## src/rtl/dmem_top.sv

```systemverilog
// dmem_top: data-memory subsystem for the single-cycle datapath.
// It holds a word RAM, a GPIO output register, a synchronized GPIO input,
// and an optional free-running timer with a wrap interrupt.
// Reads are combinational. Writes take effect on the rising edge of clk.
// Optional feature macro: DMEM_TIMER_EN builds the timer at 0xFFF2/0xFFF3.
// Without it, those two addresses are unmapped and timer_irq is tied low.
module dmem_top #(
  parameter int BUS_WIDTH = 16,
  parameter int RAM_AW    = 8
) (
  input  logic                 clk,
  input  logic                 reset,
  input  logic                 MW,
  input  logic [BUS_WIDTH-1:0] dp_address_out,
  input  logic [BUS_WIDTH-1:0] dp_data_out,
  input  logic [BUS_WIDTH-1:0] gpio_in,
  output logic [BUS_WIDTH-1:0] mem_data_in,
  output logic [BUS_WIDTH-1:0] gpio_out,
  output logic                 timer_irq,
  output logic                 bus_err
);

  localparam logic [BUS_WIDTH-1:0] ADDR_GPO  = 16'hFFF0;
  localparam logic [BUS_WIDTH-1:0] ADDR_GPI  = 16'hFFF1;
  localparam logic [BUS_WIDTH-1:0] ADDR_CNT  = 16'hFFF2;
  localparam logic [BUS_WIDTH-1:0] ADDR_CTRL = 16'hFFF3;

  // Storage and registers
  logic [BUS_WIDTH-1:0] r_ram [0:(2**RAM_AW)-1];
  logic [BUS_WIDTH-1:0] r_gpio_out;
  logic [BUS_WIDTH-1:0] r_gpi_meta;
  logic [BUS_WIDTH-1:0] r_gpi_sync;
  logic                 r_bus_err;

  // Decode and datapath wires
  logic                 w_sel_ram;
  logic                 w_sel_gpo;
  logic                 w_sel_gpi;
  logic                 w_sel_cnt;
  logic                 w_sel_ctrl;
  logic                 w_unmapped;
  logic                 w_we_ram;
  logic                 w_we_gpo;
  logic [BUS_WIDTH-1:0] w_ram_rdata;
  logic [BUS_WIDTH-1:0] w_cnt_rdata;
  logic [BUS_WIDTH-1:0] w_ctrl_rdata;
  logic [BUS_WIDTH-1:0] w_rdata;

  // RAM occupies the bottom 2^RAM_AW words. All upper address bits must be zero.
  assign w_sel_ram  = (dp_address_out[BUS_WIDTH-1:RAM_AW] == {(BUS_WIDTH-RAM_AW){1'b0}});
  assign w_sel_gpo  = (dp_address_out == ADDR_GPO);
  assign w_sel_gpi  = (dp_address_out == ADDR_GPI);
  // GPIO_IN is a mapped address, so a write to it is dropped without raising bus_err.
  assign w_unmapped = ~(w_sel_ram | w_sel_gpo | w_sel_gpi | w_sel_cnt | w_sel_ctrl);
  assign w_we_ram   = MW & w_sel_ram;
  assign w_we_gpo   = MW & w_sel_gpo;
  assign w_ram_rdata = r_ram[dp_address_out[RAM_AW-1:0]];

`ifdef DMEM_TIMER_EN
  logic [BUS_WIDTH-1:0] r_tmr_cnt;
  logic                 r_tmr_en;
  logic                 r_tmr_wrap;
  logic                 r_tmr_irqen;
  logic                 w_we_cnt;
  logic                 w_we_ctrl;
  logic                 w_wrap_evt;

  assign w_sel_cnt  = (dp_address_out == ADDR_CNT);
  assign w_sel_ctrl = (dp_address_out == ADDR_CTRL);
  assign w_we_cnt   = MW & w_sel_cnt;
  assign w_we_ctrl  = MW & w_sel_ctrl;
  // A software load of the counter suppresses the wrap in that same cycle.
  assign w_wrap_evt = r_tmr_en & ~w_we_cnt & (r_tmr_cnt == 16'hFFFF);

  // Counter: a software load has priority over the increment.
  always_ff @(posedge clk or posedge reset) begin
    if (reset) begin
      r_tmr_cnt <= 16'h0000;
    end else if (w_we_cnt) begin
      r_tmr_cnt <= dp_data_out;
    end else if (r_tmr_en) begin
      r_tmr_cnt <= r_tmr_cnt + 16'h0001;
    end
  end

  // Control bits: enable and irq-enable are plain R/W.
  // The wrap flag is write-1-to-clear, and a wrap in the same cycle wins over the clear.
  always_ff @(posedge clk or posedge reset) begin
    if (reset) begin
      r_tmr_en    <= 1'b0;
      r_tmr_irqen <= 1'b0;
      r_tmr_wrap  <= 1'b0;
    end else begin
      if (w_we_ctrl) begin
        r_tmr_en    <= dp_data_out[0];
        r_tmr_irqen <= dp_data_out[2];
      end
      if (w_wrap_evt) begin
        r_tmr_wrap <= 1'b1;
      end else if (w_we_ctrl && dp_data_out[1]) begin
        r_tmr_wrap <= 1'b0;
      end
    end
  end

  assign w_cnt_rdata  = r_tmr_cnt;
  assign w_ctrl_rdata = {13'h0000, r_tmr_irqen, r_tmr_wrap, r_tmr_en};
  assign timer_irq    = r_tmr_wrap & r_tmr_irqen;
`else
  assign w_sel_cnt    = 1'b0;
  assign w_sel_ctrl   = 1'b0;
  assign w_cnt_rdata  = 16'h0000;
  assign w_ctrl_rdata = 16'h0000;
  assign timer_irq    = 1'b0;
`endif

  // RAM write port. Contents are not reset, and writes are blocked while reset is high.
  always_ff @(posedge clk) begin
    if (!reset && w_we_ram) begin
      r_ram[dp_address_out[RAM_AW-1:0]] <= dp_data_out;
    end
  end

  // GPIO output register.
  always_ff @(posedge clk or posedge reset) begin
    if (reset) begin
      r_gpio_out <= 16'h0000;
    end else if (w_we_gpo) begin
      r_gpio_out <= dp_data_out;
    end
  end

  // Two-flop synchronizer for the asynchronous input pins.
  always_ff @(posedge clk or posedge reset) begin
    if (reset) begin
      r_gpi_meta <= 16'h0000;
      r_gpi_sync <= 16'h0000;
    end else begin
      r_gpi_meta <= gpio_in;
      r_gpi_sync <= r_gpi_meta;
    end
  end

  // Sticky bus error: any unmapped address present at an edge sets it, whether read or write.
  always_ff @(posedge clk or posedge reset) begin
    if (reset) begin
      r_bus_err <= 1'b0;
    end else if (w_unmapped) begin
      r_bus_err <= 1'b1;
    end
  end

  // Zero-latency read mux. Unmapped addresses return zero.
  always_comb begin
    w_rdata = 16'h0000;
    if (w_sel_ram) begin
      w_rdata = w_ram_rdata;
    end else if (w_sel_gpo) begin
      w_rdata = r_gpio_out;
    end else if (w_sel_gpi) begin
      w_rdata = r_gpi_sync;
    end else if (w_sel_cnt) begin
      w_rdata = w_cnt_rdata;
    end else if (w_sel_ctrl) begin
      w_rdata = w_ctrl_rdata;
    end else begin
      w_rdata = 16'h0000;
    end
  end

  assign mem_data_in = w_rdata;
  assign gpio_out    = r_gpio_out;
  assign bus_err     = r_bus_err;

endmodule
```

## config.mk

```make
export PLATFORM = sky130hd
export DESIGN_NAME = dmem_top
export DESIGN_NICKNAME = d
export VERILOG_FILES = /design/src/rtl/dmem_top.sv
export SDC_FILE = /design/constraint.sdc
export NUM_CORES = 2
export LEC_CHECK = 0
export BUFFER_PORTS_ARGS = -buffer_cell sky130_fd_sc_hd__buf_2
export CORE_MARGIN = 5
export CORE_UTILIZATION = 44
export CTS_BUF_LIST = sky130_fd_sc_hd__clkbuf_16
export CTS_CLUSTER_DIAMETER = 50
export CTS_CLUSTER_SIZE = 25
export DETAILED_ROUTE_END_ITERATION = 10
export GPL_TIMING_DRIVEN = 0
export PLACE_DENSITY = 0.61
export SLEW_MARGIN = 20
export SYNTH_ARGS = -nofsm -noshare
export SYNTH_HDL_FRONTEND = slang
export SYNTH_SLANG_ARGS = --single-unit
```

## constraint.sdc

```tcl
create_clock -name clk -period 4.85 [get_ports clk]
set_input_delay 0.7275 -clock clk [delete_from_list [all_inputs] [get_ports clk]]
set_output_delay 0.7275 -clock clk [all_outputs]
set_load 0.02 [all_outputs]
```

After elaboration in Yosys (flattened, before gate mapping)
Memories as Yosys holds them, arrays and structs flattened.
Index checks and enable logic that the tools add are counted.
Operators by class
  eq/ne operators: 2
  mux-type cells: 5
  bitwise operators: 4
  reduce and logical (&&, ||, !) cells: 3
Operators with widths (number)
  $mux 16: 3
  $eq 16x16->1 const B: 2
  $logic_not 8->1: 1
  $and 1x1->1: 2
  $mux 1: 2
  $or 1x1->1: 2
  $logic_and 1x1->1: 1
  $logic_not 1->1: 1
Storage, ports and cells
  bits in registers: 49
  memory bits (writable): 4096
  bits of input ports: 51
  output and inout port bits: 34
  logic and storage cells: 19
  memories kept: 1
Memory list
  r_ram: depth 256, width 16, rd ports 1, clocked after memory_dff 0, wr ports 1, RTL line 29  | logic [BUS_WIDTH-1:0] r_ram [0:(2**RAM_AW)-1];

Logic depth before layout (Yosys ltp)
  word-level depth: 5
  depth in mapped cells: 13
  depth with buffers taken out: 7

Worst setup path after synthesis
Ideal clock, no wire load.
  kind: input to register
  from: input reset
  to: memory r_ram[202][0], enable pin
  setup time: 388 ps
  arrival time: 3587 ps
  data required time: 4462 ps
  setup slack: 875 ps
  stages: 7
  path buffers: 2
  cell sequence: inv_1 and3_1 buf_2 nor2b_1 nand2_1 clkbuf_1 nor2_1
Between the ends
  longest elaborated chain between the ends: 4
RTL lines
  start, declared: RTL line 12  | input logic reset,
  $logic_not 1->1 (no line)
  $logic_and 1x1->1: RTL line 119  | if (!reset && w_we_ram) begin
  $mux 1: RTL line 119
  $mux 1 (implied by the code): RTL line 120  | r_ram[dp_address_out[RAM_AW-1:0]] <= dp_data_out;
  end, declared: RTL line 29
No other way between the ends.

Final worst setup path
  from: input dp_address_out[5]
  to: output mem_data_in[11]
Between the ends
  longest elaborated chain between the ends: 4
  elaborated cells on any way between the ends: 6
  those cells by class: eq/ne: 2; mux: 3; memory: 1
RTL lines
  start, declared: RTL line 14  | input logic [BUS_WIDTH-1:0] dp_address_out,
  branches (longest 3 deep; another with $mem_v2 256x16)
  $mux 16 *: RTL line 156  | if (w_sel_ram) begin
  end, declared: RTL line 17  | output logic [BUS_WIDTH-1:0] mem_data_in,
Mark *: on every way between the ends.

==> impl_metrics.env <==
export IMPL_num_rows=221
export IMPL_synthesis_area_um2=159000
export IMPL_final_hold_viol_count=0
export IMPL_rsz0062_at_grt="yes"
export IMPL_worst_clock_skew_ns=0.0158
export IMPL_netlist_area_leader_share_pct=77.1
export IMPL_utilization_pct=52.0
export IMPL_ant_nets=0
export IMPL_insertion_delay_ns=1.02
export IMPL_maxSlewViolCount=0
export IMPL_core_um2=362000
export IMPL_tightestPinTransition_ns=1.31
export IMPL_p_int_mw=57.6
export IMPL_synth_distinct_cells=62
export IMPL_swShare_pct=24.6
export IMPL_worstHoldPathType="input port to flip-flop"
export IMPL_die_h_um=612
export IMPL_p_comb_share_pct=6.6
export IMPL_setup_violations=127
export IMPL_p_switching_mw=18.8
export IMPL_clockRootBuffer="clkbuf_16"
export IMPL_ys_ff_latch=4145
export IMPL_nets=7908
export IMPL_drt_pass1_iter_count=11
export IMPL_drive_gt1_share_pct=33.5
export IMPL_cp_start_kind="input port"
export IMPL_period_share_pct=105
export IMPL_final_common_cell="edfxtp_1"
export IMPL_clkSinkCount=4145
export IMPL_overflow=0
export IMPL_max_vdd_ir_drop_uv=366
export IMPL_status="finished, violations left"
export IMPL_final_cell_mix="edfxtp_1 (4,096), mux4_2 (975), mux2i_1 (393)"
export IMPL_power_mw=76.4
export IMPL_end_kind="output port"
export IMPL_power_share_clock_pct=42.0
export IMPL_synth_cells=7154
export IMPL_drt_wl_total_um=592000
export IMPL_crit_fanout=10
export IMPL_vias_per_cell=6.68
export IMPL_wl_per_cell_um=45.5
export IMPL_setup_slack_ns=-0.240
export IMPL_slew_headroom_pct=12.6
export IMPL_ys_async_sr_fraction_pct=1.18
export IMPL_seq_area_frac_synth_pct=77.9
export IMPL_seq_power_share_pct=51.5
export IMPL_dieArea_um2=375000
export IMPL_avgSynthCellArea_um2=22.3
export IMPL_use_met2_pct=44.0
export IMPL_synth_top_area_cell="edfxtp_1"
export IMPL_busiest_layer="met2"
export IMPL_io_pins=85
export IMPL_violations="design-rule violations, negative setup slack"
export IMPL_dpl_hpwl_um=401000
export IMPL_die_width_um=612
export IMPL_area_growth_syn_to_layout_pct=17.8
export IMPL_grt_first_pass_wirelength_um=770000
export IMPL_cp_data_required_time_ns=4.12
export IMPL_synth_fp_nets=7205
export IMPL_use_met3_pct=13.9
export IMPL_worstSetupPathType="input port to output port"
export IMPL_synth_top_flop_cell="edfxtp_1"
export IMPL_cts_buffer_depth=4
export IMPL_synth_edf_count=4096
export IMPL_path_clk_slew_ns=0.07
export IMPL_grt_use_met1_pct=39.0
export IMPL_yosys_warnings=0
export IMPL_maxCapViolCount=0
export IMPL_grt_pass1_vias=81900
export IMPL_grt_max_degree=145
export IMPL_fmaxAchievable_mhz=196
export IMPL_post_place_ws_ns=-2.06
export IMPL_num_vias=87100
export IMPL_grt_use_total_pct=31.2
export IMPL_cts_buffers_inserted=381
export IMPL_arrival_ns=4.36
export IMPL_initial_core_util_pct=44.1
export IMPL_cts_htree_levels=5
export IMPL_power_density_nw_per_um2=407
export IMPL_antenna_found_initial=67
export IMPL_place_congestion=1.08
export IMPL_synthTopCellsByArea="edfxtp_1 (77%), mux4_2 (14%), mux2i_1 (2.5%), dfrtp_1 (0.77%), a22oi_1 (0.71%)"
export IMPL_drt_initial_drc_count=16400
export IMPL_p_leak_nw=59.2
export IMPL_io_buffers=78
export IMPL_cts_tree="built"
export IMPL_route_detailed_drc=1
export IMPL_fin_crit_ns=5.09
cells by family after synthesis:
logic type	count (synthesis)	share of synthesized area [%]
simple gates	703	1.93
other cells	1	0.00235
compound gates	472	2.12
buf+inv	420	1.50
flops	4145	77.9
mux	1413	16.5
worst max-delay path, stage by stage:
cell	delay, ns
clkbuf_2	0.21
clkbuf_2	0.32
nand2b_1	0.37
clkbuf_1	0.93
o22ai_1	0.35
o21ai_2	0.49
nand4_1	0.39
a2bb2oi_2	0.33
buf_2	0.22
per-stage QoR:
step	hold slack [ns]	std cells	area (um^2)	TNS, ns
after CTS	0.0125	12900	187000	-0.113
final	0.0604	13000	188000	-5.90
after global routing	0.0600	13000	188000	-0.297
after detailed placement	0.335	12200	171000	-2455.50
after floorplan	0.331	7154	159000	0
after global placement	0.336	12000	166000	-8446.74
flip-flops by register name, indices dropped and copies added (netlist names):
name / cells
r_gpi_meta: 16
r_gpi_sync: 16
r_ram: 4096
gpio_out: 16
bus_err: 1
final timing paths:
path / startpoint / to / slack, ns / depth (start not counted)
hold reg to reg: r_gpi_meta[4] / r_gpi_sync[4] / 0.35 / 0
setup reg to reg: gpio_out[12] / gpio_out[12] / 3.96 / 1
min in group asynchronous: reset / r_gpi_meta[5] / 0.22 / 3
setup / recovery: dp_address_out[5] / mem_data_in[11] / -0.24 / 9
hold / removal: dp_data_out[11] / r_ram[144][11] / 0.06 / 1
max in group asynchronous: reset / r_gpi_sync[9] / 4.12 / 4
power groups by stage:
stage	Sequential (mW)	Clock, mW	Combinational (mW)
2_1_floorplan	40.1	0	1.80
3_3_place_gp	40.3	0	4.18
3_5_place_dp	40.1	0	4.47
4_1_cts	39.3	32.1	4.71
5_1_grt	39.3	33.6	4.96
6_report	39.3	32.1	5.03
synthesized netlist by cell type (5+ instances only):
cell type	instances
mux2_2	37
mux4_2	975
o2111ai_1	10
nand4_1	13
mux2i_1	401
nand3_1	84
o21ai_0	26
o211ai_1	5
buf_1	28
nor4bb_1	5
dfrtp_1	49
a211oi_1	20
nand2b_1	9
o22ai_1	49
a22o_1	13
nor2b_1	28
clkbuf_1	159
a311oi_1	10
a221oi_1	29
nor4_1	6
a31oi_1	16
a21oi_1	69
buf_4	87
and3_1	5
nand2_1	217
buf_6	33
a41oi_1	5
nor3_1	11
a211o_1	7
edfxtp_1	4096
o311ai_0	7
a32oi_1	37
nor2_1	289
a22oi_1	150
and2_1	10
buf_2	99
and4_1	8
layout make-up:
class | instances | area (um^2)
tap | 4794 | 6000
sequential | 4145 | 124000
inverter | 5 | 18.8
buffer | 410 | 4240
timing repair buffer | 325 | 4560
antenna | 54 | 135
fill | 27900 | 174000
clock inverter | 326 | 3760
clock buffer | 385 | 9630
multi-input combinational | 2589 | 35300
metal layers:
metal / wire length, um / vias to the layer above
li1: - / 31900
met1: 200000 / 46300
met2: 253000 / 7210
met3: 89100 / 1620
met4: 48700 / 39
met5: 1060 / -
timing repair:
action / in CTS / in global routing
gates resized for setup: 572 / 97
hold buffers: 20 / 0
hold endpoints to repair: 96 / 0
setup endpoints to repair: 567 / 23
pin swaps: 26 / 11
cloned: 0 / 1
buffers inserted: 18 / 44
Power figures use the tool's default switching activity.
